[src/rtl/mips_rst_seq.sv]
// mips_rst_seq
//   Reset sequencer and watchdog for the MIPS core and its peripherals.
//   The board-level cpu_rst is synchronised for deassertion, stretched,
//   and then CHANNELS reset domains are released one after another,
//   bit 0 first. Once every domain is released (RUN), a software
//   request or a watchdog timeout re-runs the full sequence, and the
//   cause of the most recent reset is recorded.
//
// Ports
//   cpu_clk     : system clock, rising edge
//   cpu_rst     : asynchronous active-high board reset
//   sw_rst_req  : software reset request (acted on in RUN only)
//   wdt_en      : watchdog enable
//   wdt_kick    : watchdog service strobe
//   wdt_limit   : watchdog timeout threshold, 0 disables the watchdog
//   rst_out     : active-high resets, one per domain
//   rst_done    : high in RUN (every domain released)
//   rst_cause   : 00 external, 01 software, 10 watchdog
//   wdt_count   : current watchdog count
//   state_dbg   : FSM state (0 ASSERT, 1 RELEASE, 2 RUN)
//
// Handshakes: this block has no valid/ready interfaces; sw_rst_req and
// wdt_kick are level samples taken at each rising edge of cpu_clk.
module mips_rst_seq #(
  parameter int CHANNELS    = 4,
  parameter int STRETCH     = 16,
  parameter int GAP         = 4,
  parameter int SYNC_STAGES = 2,
  parameter int WDT_W       = 16
) (
  input  logic                cpu_clk,
  input  logic                cpu_rst,
  input  logic                sw_rst_req,
  input  logic                wdt_en,
  input  logic                wdt_kick,
  input  logic [WDT_W-1:0]    wdt_limit,
  output logic [CHANNELS-1:0] rst_out,
  output logic                rst_done,
  output logic [1:0]          rst_cause,
  output logic [WDT_W-1:0]    wdt_count,
  output logic [1:0]          state_dbg
);

  typedef enum logic [1:0] {
    ST_ASSERT  = 2'd0,
    ST_RELEASE = 2'd1,
    ST_RUN     = 2'd2
  } state_t;

  localparam logic [1:0] CAUSE_EXT = 2'b00;
  localparam logic [1:0] CAUSE_SW  = 2'b01;
  localparam logic [1:0] CAUSE_WDT = 2'b10;

  // One counter serves both the stretch and the inter-channel gap.
  localparam int CNT_MAX = (STRETCH > GAP) ? STRETCH : GAP;
  localparam int CNT_W   = $clog2(CNT_MAX + 1);
  localparam logic [CNT_W-1:0] STRETCH_LAST = CNT_W'(STRETCH - 1);
  localparam logic [CNT_W-1:0] GAP_LAST     = CNT_W'(GAP - 1);

  state_t               state, state_n;
  logic [CNT_W-1:0]     cnt, cnt_n;
  logic [CHANNELS-1:0]  rst_out_n;
  logic                 rst_done_n;
  logic [1:0]           rst_cause_n;
  logic [WDT_W-1:0]     wdt_count_n;
  logic [CHANNELS-1:0]  rst_shift;
  logic                 wdt_run;

  // Deassertion synchroniser: set asynchronously, drains to 0.
  logic [SYNC_STAGES-1:0] sync_q;
  logic                   srst;

  always_ff @(posedge cpu_clk or posedge cpu_rst) begin
    if (cpu_rst) sync_q <= '1;
    else         sync_q <= {sync_q[SYNC_STAGES-2:0], 1'b0};
  end

  assign srst = sync_q[SYNC_STAGES-1];

  // Releasing a channel shifts the lowest asserted bit out, so the
  // vector walks 1111 -> 1110 -> 1100 -> 1000 -> 0000.
  assign rst_shift = rst_out << 1;
  assign wdt_run   = wdt_en && (wdt_limit != '0);
  assign state_dbg = state;

  always_ff @(posedge cpu_clk or posedge cpu_rst) begin
    if (cpu_rst) begin
      state     <= ST_ASSERT;
      cnt       <= '0;
      rst_out   <= '1;
      rst_done  <= 1'b0;
      rst_cause <= CAUSE_EXT;
      wdt_count <= '0;
    end else begin
      state     <= state_n;
      cnt       <= cnt_n;
      rst_out   <= rst_out_n;
      rst_done  <= rst_done_n;
      rst_cause <= rst_cause_n;
      wdt_count <= wdt_count_n;
    end
  end

  always_comb begin
    state_n     = state;
    cnt_n       = cnt;
    rst_out_n   = rst_out;
    rst_done_n  = rst_done;
    rst_cause_n = rst_cause;
    wdt_count_n = wdt_count;

    case (state)
      ST_ASSERT: begin
        rst_out_n   = '1;
        rst_done_n  = 1'b0;
        wdt_count_n = '0;
        if (srst) begin
          cnt_n = '0;
        end else if (cnt == STRETCH_LAST) begin
          // Entering RELEASE already frees channel 0.
          rst_out_n = rst_shift;
          cnt_n     = '0;
          if (rst_shift == '0) begin
            state_n    = ST_RUN;
            rst_done_n = 1'b1;
          end else begin
            state_n = ST_RELEASE;
          end
        end else begin
          cnt_n = cnt + CNT_W'(1);
        end
      end

      ST_RELEASE: begin
        wdt_count_n = '0;
        if (cnt == GAP_LAST) begin
          rst_out_n = rst_shift;
          cnt_n     = '0;
          if (rst_shift == '0) begin
            state_n    = ST_RUN;
            rst_done_n = 1'b1;
          end
        end else begin
          cnt_n = cnt + CNT_W'(1);
        end
      end

      ST_RUN: begin
        rst_out_n  = '0;
        rst_done_n = 1'b1;
        cnt_n      = '0;
        if (sw_rst_req) begin
          // Software request wins over a coincident watchdog timeout.
          state_n     = ST_ASSERT;
          rst_out_n   = '1;
          rst_done_n  = 1'b0;
          rst_cause_n = CAUSE_SW;
          wdt_count_n = '0;
        end else if (wdt_run) begin
          if (wdt_kick) begin
            wdt_count_n = '0;
          end else if (wdt_count == wdt_limit) begin
            state_n     = ST_ASSERT;
            rst_out_n   = '1;
            rst_done_n  = 1'b0;
            rst_cause_n = CAUSE_WDT;
            wdt_count_n = '0;
          end else begin
            // Live compare: a limit lowered below the count is only
            // reached again after the counter wraps.
            wdt_count_n = wdt_count + WDT_W'(1);
          end
        end else begin
          wdt_count_n = '0;
        end
      end

      default: begin
        state_n     = ST_ASSERT;
        cnt_n       = '0;
        rst_out_n   = '1;
        rst_done_n  = 1'b0;
        wdt_count_n = '0;
      end
    endcase
  end

endmodule

[config.mk]
export PLATFORM = sky130hd
export DESIGN_NAME = mips_rst_seq
export DESIGN_NICKNAME = d
export VERILOG_FILES = /design/src/rtl/mips_rst_seq.sv
export SDC_FILE = /design/constraint.sdc
export NUM_CORES = 1
export LEC_CHECK = 0
export CAP_MARGIN = 20
export CORE_MARGIN = 5
export CORE_UTILIZATION = 48
export CTS_CLUSTER_SIZE = 25
export DETAILED_ROUTE_END_ITERATION = 8
export PLACE_DENSITY = 0.79
export SYNTH_ARGS = -nofsm -noshare
export SYNTH_HDL_FRONTEND = slang
export SYNTH_SLANG_ARGS = --single-unit
[constraint.sdc]
create_clock -name cpu_clk -period 2.2 [get_ports cpu_clk]
set_clock_uncertainty 0.15 [all_clocks]
set_input_delay 0.44 -clock cpu_clk [delete_from_list [all_inputs] [get_ports cpu_clk]]
set_output_delay 0.44 -clock cpu_clk [all_outputs]
set_load 0.03 [all_outputs]
---- After elaboration in Yosys (flattened, before gate mapping) ----
Index checks and enable logic that the tools add are counted.
operators by class
  add/subtract/negate cells ............... 2
  equality and inequality tests ........... 13
  mux-type cells .......................... 41
  reduce and logical (&&, ||, !) cells .... 9
operator list
  operator               count
  $mux 16                5
  $mux 4                 7
  $mux 2                 13
  $add 16x1->16 const B  1
  $eq 16x16->1           1
  $reduce_bool 16->1     1
  $mux 5                 3
  $pmux 4 s3             1
  $ne 2x2->1 const B     5
  $pmux 5 s2             1
  $mux 1                 9
  $ne 3x3->1 const B     3
  $reduce_and 7->1       1
  $pmux 2 s3             1
  $add 5x1->5 const B    1
  $eq 5x2->1 const B     1
  $eq 5x4->1 const B     1
  $logic_not 4->1        1
  $reduce_and 4->1       1
  $reduce_bool 2->1      2
  $pmux 1 s3             1
  $eq 2x1->1 const B     1
  $eq 2x2->1 const B     1
  $logic_not 2->1        1
  other kinds (2)        2
storage, ports and cells
  register bits ........................... 32
  bits of input ports ..................... 21
  output and inout bits ................... 25
  word-level logic and storage cells ...... 72

---- Depth between registers and ports, before layout ----
Gate-level depths: netlist of the first run.
  depth in word-level cells ............... 6
  depth in mapped cells ................... 8
  gate-level depth less buffers ........... 8

---- Worst setup path after synthesis of the first run ----
No wires, ideal clock.
  path type ............................... register -> register
  from .................................... register wdt_count[3]
  to ...................................... register wdt_count[0]
  library setup time ...................... 0.137 ns
  arrival time ............................ 1.539 ns
  setup slack ............................. 0.374 ns
  cell stages (with the launch flop) ...... 8
  path buffers ............................ 2
  cells stage by stage .................... dfrtp_1 -> xor2_1 -> nor4_1 -> nand4_1 -> nand2b_1 -> buf_6 -> buf_6 -> nor2_1
on the way
  longest elaborated chain between the ends .. 6
RTL lines
  what                      RTL line  RTL
  start: declaration        40        output logic [WDT_W-1:0] wdt_count,
  start signal: assignment  100       wdt_count <= wdt_count_n;
  $eq 16x16->1              162       end else if (wdt_count == wdt_limit) begin
  $mux 16                   162
  $mux 16                   160       if (wdt_kick) begin
  $mux 16                   159       end else if (wdt_run) begin
  $mux 16                   152       if (sw_rst_req) begin
  $mux 16                   112       case (state)
  via wdt_count_n[0]        65        logic [WDT_W-1:0] wdt_count_n;
The timed path passes the listed nets, and every way through them passes these cells.
A chain may end at the register's enable or synchronous reset.

---- Final worst setup path of the first run ----
  from .................................... register rst_out[2]
  to ...................................... output port rst_out[2]
RTL lines
  what                      RTL line  RTL
  start: declaration        37        output logic [CHANNELS-1:0] rst_out,
  start signal: assignment  97        rst_out <= rst_out_n;
No word-level cell between the ends.

==> reports/qor.yml, run 1 <==
cells_and_area:
  final_cell_mix: "45 x clkdlybuf4s50_1, 34 x nor2_1, 26 x dfrtp_1"
  final_common_cell: "clkdlybuf4s50_1"
  synthToLayoutAreaGrowth_pct: 38.2
  antenna_cells: 0
  nets: 262
  drive_gt1_frac: 0.0924
setup_path:
  r2r_cells: 9
  path_cells: "clkdlybuf4s50_1"
  end_kind: "primary output"
  path_delay_family: "buffers and inverters"
  startpoint: "rst_out[2]"
  r2r_end: "state_dbg[1]"
  crit_end: "rst_out[2]"
  cp_slowest_cell: "clkdlybuf4s50_1"
  worst_path_largest_cell_delay_ps: 670
  r2r_slack_ps: 310
  critical_path_class: "flip-flop to primary output"
  critPathArrivalTime_ps: 1520
  path_depth: 1
  worstSetupStartpointType: "flip-flop"
  critical_path_buf_inv_count: 1
  path_max_fanout: 4
  timing.rr.start: "cnt[0]"
  critical_path_required_ps: 1610
clock_network:
  numCtsBuffers: 5
  cts_buffer_depth: 2
  cts_hold_buf: 0
  path_clk_slew_ps: 60
  numClockSinks: 32
  cts_tree: "yes"
  ctsHtreeMaxLevel: 2
  cts-root-buf: "clkbuf_8"
  insertion_delay_ps: 280
sta:
  finalHoldViolations: 0
  layout_setup_ws_ps: 87.8
  rsz0062_at_grt: "false"
  worst_pin_slew_ps: 490
  setup_viol: 0
  slew_viol_final: 0
  min_period_over_period: 0.960
  timing.fmax_mhz: 473
  finalSetupTns_ps: 0
  min_period_ps: 2110
  relSlewSlack: 0.671
drt:
  vias_per_cell: 5.28
  drc: 0
  drtIter0Drc: 92
  routed_wl_um: 4110
  first_pass_iters: 4
  avgRoutedWirePerCell_um: 14.4
  antenna_left: 0
  num_vias: 1511
run_status:
  outcome: "finished, final reports clean"
power_and_ir_drop:
  max-vdd-ir-drop_v: 0.000427
  powerDensity_mw_per_mm2: 542
  finalPower_uw: 1310
  p_leak_uw: 0.00104
yosys:
  synthCells: 183
  synth.avg_cell_area_um2: 9.59
  netlist.area_leader.share: 0.371
  seq_area_frac_synth: 0.461
  syn_nets: 208
  synth_edf_count: 0
  synth_top_area_cell: "dfrtp_1"
  ys_async_sr_fraction: 1.00
  ys_ff_latch: 32
  synth_cell_types: 34
  syn-cell-area_mm2: 0.00175
  synthTopCellsByArea: "dfrtp_1 37%, xor2_1 12%, dfstp_2 9.0%, nor2_1 7.3%, xnor2_1 4.0%"
  yosys_warnings: 0
  synth_ff_type: "dfrtp_1"
floorplanning:
  num_rows: 22
  die_width_um: 70.5
  core_area_mm2: 0.00361
  start_util: 0.486
  ios: 46
  die_area_mm2: 0.00496
  die_h_um: 70.5
placement:
  place_ws_ps: -150
  place_congestion: 0.836
  portBuffers: 45
  hpwl_um: 3080
global_route:
  grt_overflow_total: 0
  grt_pass1_vias: 1466
  grt_pass1_wl_um: 6850
  grt_max_degree: 33
  grt_usage: 0.176
  antenna_found_initial: 0
hold_path:
  holdCritPathClass: "flip-flop to flip-flop"
run:
  drv_cap: 0
## flip-flops by register name, summed over array words and instances, names as in the netlist
register   cells
rst_done       1
state_dbg      2
wdt_count     16
rst_out        4
rst_cause      2
cnt            5
sync_q         2
## cells by family (layout without fill, tap and decap cells)
logic type      Yosys count  in the layout  synth area share
simple gates             82             82             0.232
xor+xnor                 32             32             0.160
flops                    32             32             0.461
compound gates           18             18            0.0671
buf+inv                  11             66            0.0328
fa+ha+maj                 4              4            0.0285
mux                       3              3            0.0171
other cells               1              1           0.00214
## area by class of cell
| class | instances | area [µm²] |
|---|---|---|
| fill | 282 | 1180 |
| multi-input combinational | 140 | 895 |
| sequential | 32 | 808 |
| timing repair buffer | 51 | 508 |
| clock buffer | 7 | 96.3 |
| tap | 48 | 60.1 |
| clock inverter | 1 | 30.0 |
| inverter | 7 | 26.3 |
## worst min-delay path by stage
stage               from         to  cells past startpoint
2_1_floorplan  sync_q[0]  sync_q[1]                      0
3_3_place_gp   sync_q[0]  sync_q[1]                      0
3_5_place_dp   sync_q[0]  sync_q[1]                      0
4_1_cts        sync_q[0]  sync_q[1]                      0
5_1_grt        sync_q[0]  sync_q[1]                      0
6_report       sync_q[0]  sync_q[1]                      0
## report_power, final
group,switching (µW),internal [µW],total [µW]
Clock,221,400,620
Combinational,41.4,49.7,91.1
Sequential,4.75,597,601
Total,267,1050,1310
## routing by layer
| layer | vias to the layer above | global-route usage | share of wire |
|---|---|---|---|
| met1 | 730 | 0.239 | 0.45 |
| met2 | 41 | 0.274 | 0.49 |
| met5 | - | 0 | 0 |
| met4 | 0 | 0.0511 | 0.011 |
| li1 | 733 | - | - |
| met3 | 7 | 0.0460 | 0.048 |
## per-stage QoR
step	utilization	area, µm²	std cells	hold WS (ps)
CTS	0.670	2420	286	207
detailed placement	0.635	2290	278	197
floorplan	-	1750	183	195
global placement	0.635	2290	278	196
finish	0.672	2420	286	206
global route	0.672	2420	286	216
## synthesized netlist by cell type, drive strengths merged, types with 2 or more instances
cell type,count
nor2b,2
nand2,12
a21oi,7
ha,4
buf,2
inv,7
nand3,9
o22ai,3
nor2,34
dfstp,6
nor3,3
xnor2,8
mux2i,3
dfrtp,26
and3,3
xor2,24
clkbuf,2
nor4,8
nand2b,3
and4,4
## what timing repair did
item | in CTS | in global routing
setup buffers | 0 | 0
endpoints found under the setup margin | 0 | 17
resized for setup | 0 | 1
(Power assumes the default switching activity.)
==> run 2, diff against run 1 <==
- CORE_MARGIN: 5 -> 2
==> run 2 against run 1 <==
Count of clock-buffer cells in the layout stayed put. Cell count is 0.35% lower. Routed wire length is 5.5% lower. Cell area is 0.93% lower. Critical endpoint unchanged.
==> reports/qor.yml, run 2 (synthesis results as in run 1) <==
run_status:
  outcome: "finished, final reports clean"
floorplanning:
  core_area_mm2: 0.00342
  start_util: 0.514
  die_h_um: 64.5
  die_area_mm2: 0.00415
  die_width_um: 64.5
  num_rows: 21
  ios: 46
cells_and_area:
  antenna_cells: 0
  final_cell_mix: "41 x clkdlybuf4s50_1, 34 x nor2_1, 26 x dfrtp_1"
  top_register: "wdt_count"
  synthToLayoutAreaGrowth_pct: 36.9
  final_area_mm2: 0.00240
  largest_register_ffs: 16
  num-fill-cells: 261
  final_common_cell: "clkdlybuf4s50_1"
  seq_area_um2: 808
  top_regs: "wdt_count (16), cnt (5), rst_out (4)"
  drive_gt1_frac: 0.0921
  nets: 263
  multi_input_comb_area_um2: 888
placement:
  portBuffers: 45
  place_ws_ps: -131
  hpwl_um: 2890
  place_congestion: 0.854
  placed_cell_area_mm2: 0.00230
global_route:
  grt_max_degree: 33
  grt_usage: 0.206
  antenna_found_initial: 0
  grt_pass1_wl_um: 6670
  grt_overflow_total: 0
  grt_pass1_vias: 1417
clock_network:
  cts_tree: "yes"
  path_clk_slew_ps: 100
  cts-root-buf: "clkbuf_4"
  ctsHtreeMaxLevel: 2
  numClockSinks: 32
  insertion_delay_ps: 330
  post-cts-setup-buffer-count: 0
  numCtsBuffers: 5
  cts_buffer_depth: 2
power_and_ir_drop:
  powerDensity_mw_per_mm2: 497
  max-vdd-ir-drop_v: 0.000298
  p_leak_uw: 0.00109
sta:
  timing.fmax_mhz: 463
  min_period_over_period: 0.981
  hold_slack_ps: 218
  min_period_ps: 2160
  worst_pin_slew_ps: 538
  finalHoldViolations: 0
  relSlewSlack: 0.638
  layout_setup_ws_ps: 41.4
  rsz0062_at_grt: "false"
  finalSetupTns_ps: 0
  slew_viol_final: 0
  setup_viol: 0
setup_path:
  worstSetupStartpointType: "flip-flop"
  path_delay_family: "buffers and inverters"
  path_max_fanout: 4
  cp_slowest_cell: "clkdlybuf4s50_1"
  critical_path_buf_inv_count: 1
  critPathArrivalTime_ps: 1570
  end_kind: "primary output"
  critical_path_class: "flip-flop to primary output"
  critical_path_required_ps: 1610
  worst_path_largest_cell_delay_ps: 670
  path_cells: "clkdlybuf4s50_1"
drt:
  avgRoutedWirePerCell_um: 13.6
  num_vias: 1483
  drc: 0
  first_pass_iters: 5
  routed_wl_um: 3890
  drtIter0Drc: 52
  vias_per_cell: 5.20
  antenna_left: 0
run:
  drv_cap: 0
hold_path:
  holdCritPathClass: "flip-flop to flip-flop"
-- run 2: power breakdown --
group / switching [µW] / internal [µW]
Clock: 202 / 302
Sequential: 4.90 / 596
Combinational: 39.7 / 49.4
Total: 247 / 947
-- run 2: cell type report --
| type | count | area share |
|---|---|---|
| repair buffers | 52 | 0.219 |
| clock inverters | 1 | 0.0125 |
| well taps | 46 | 0.0240 |
| inverters | 7 | 0.0109 |
| flip-flops and latches | 32 | 0.337 |
| clock buffers | 7 | 0.0271 |
| multi-input cells | 140 | 0.370 |
-- run 2: through the flow --
step,std cells,power (µW),utilization
5_1_grt,285,1240,0.703
3_3_place_gp,277,701,0.672
3_5_place_dp,277,702,0.672
4_1_cts,285,1200,0.700
2_1_floorplan,183,646,-
6_report,285,1190,0.703
-- run 2: what timing repair did --
action | CTS | global route
resized for setup | 0 | 4
hold endpoints to repair | 0 | 0
endpoints found under the setup margin | 0 | 4
hold buffers | 0 | 0
-- run 2: worst paths after layout --
check                           start            to  cells after the start  slack [ps]
max                        rst_out[2]    rst_out[2]                      1          40
max reg2reg                    cnt[0]  state_dbg[1]                      9         280
min                         sync_q[0]     sync_q[1]                      0         220
min reg2reg                 sync_q[0]     sync_q[1]                      0         220
max in group asynchronous     cpu_rst    rst_out[0]                      3        1240
min in group asynchronous     cpu_rst  wdt_count[9]                      3         320
-- run 2: per-layer routing --
layer / vias up / part of all wire / GRT usage
li1: 734 / - / -
met5: - / 0 / 0
met4: 0 / 0.010 / 0.0479
met1: 687 / 0.45 / 0.286
met3: 8 / 0.060 / 0.0469
met2: 54 / 0.48 / 0.331
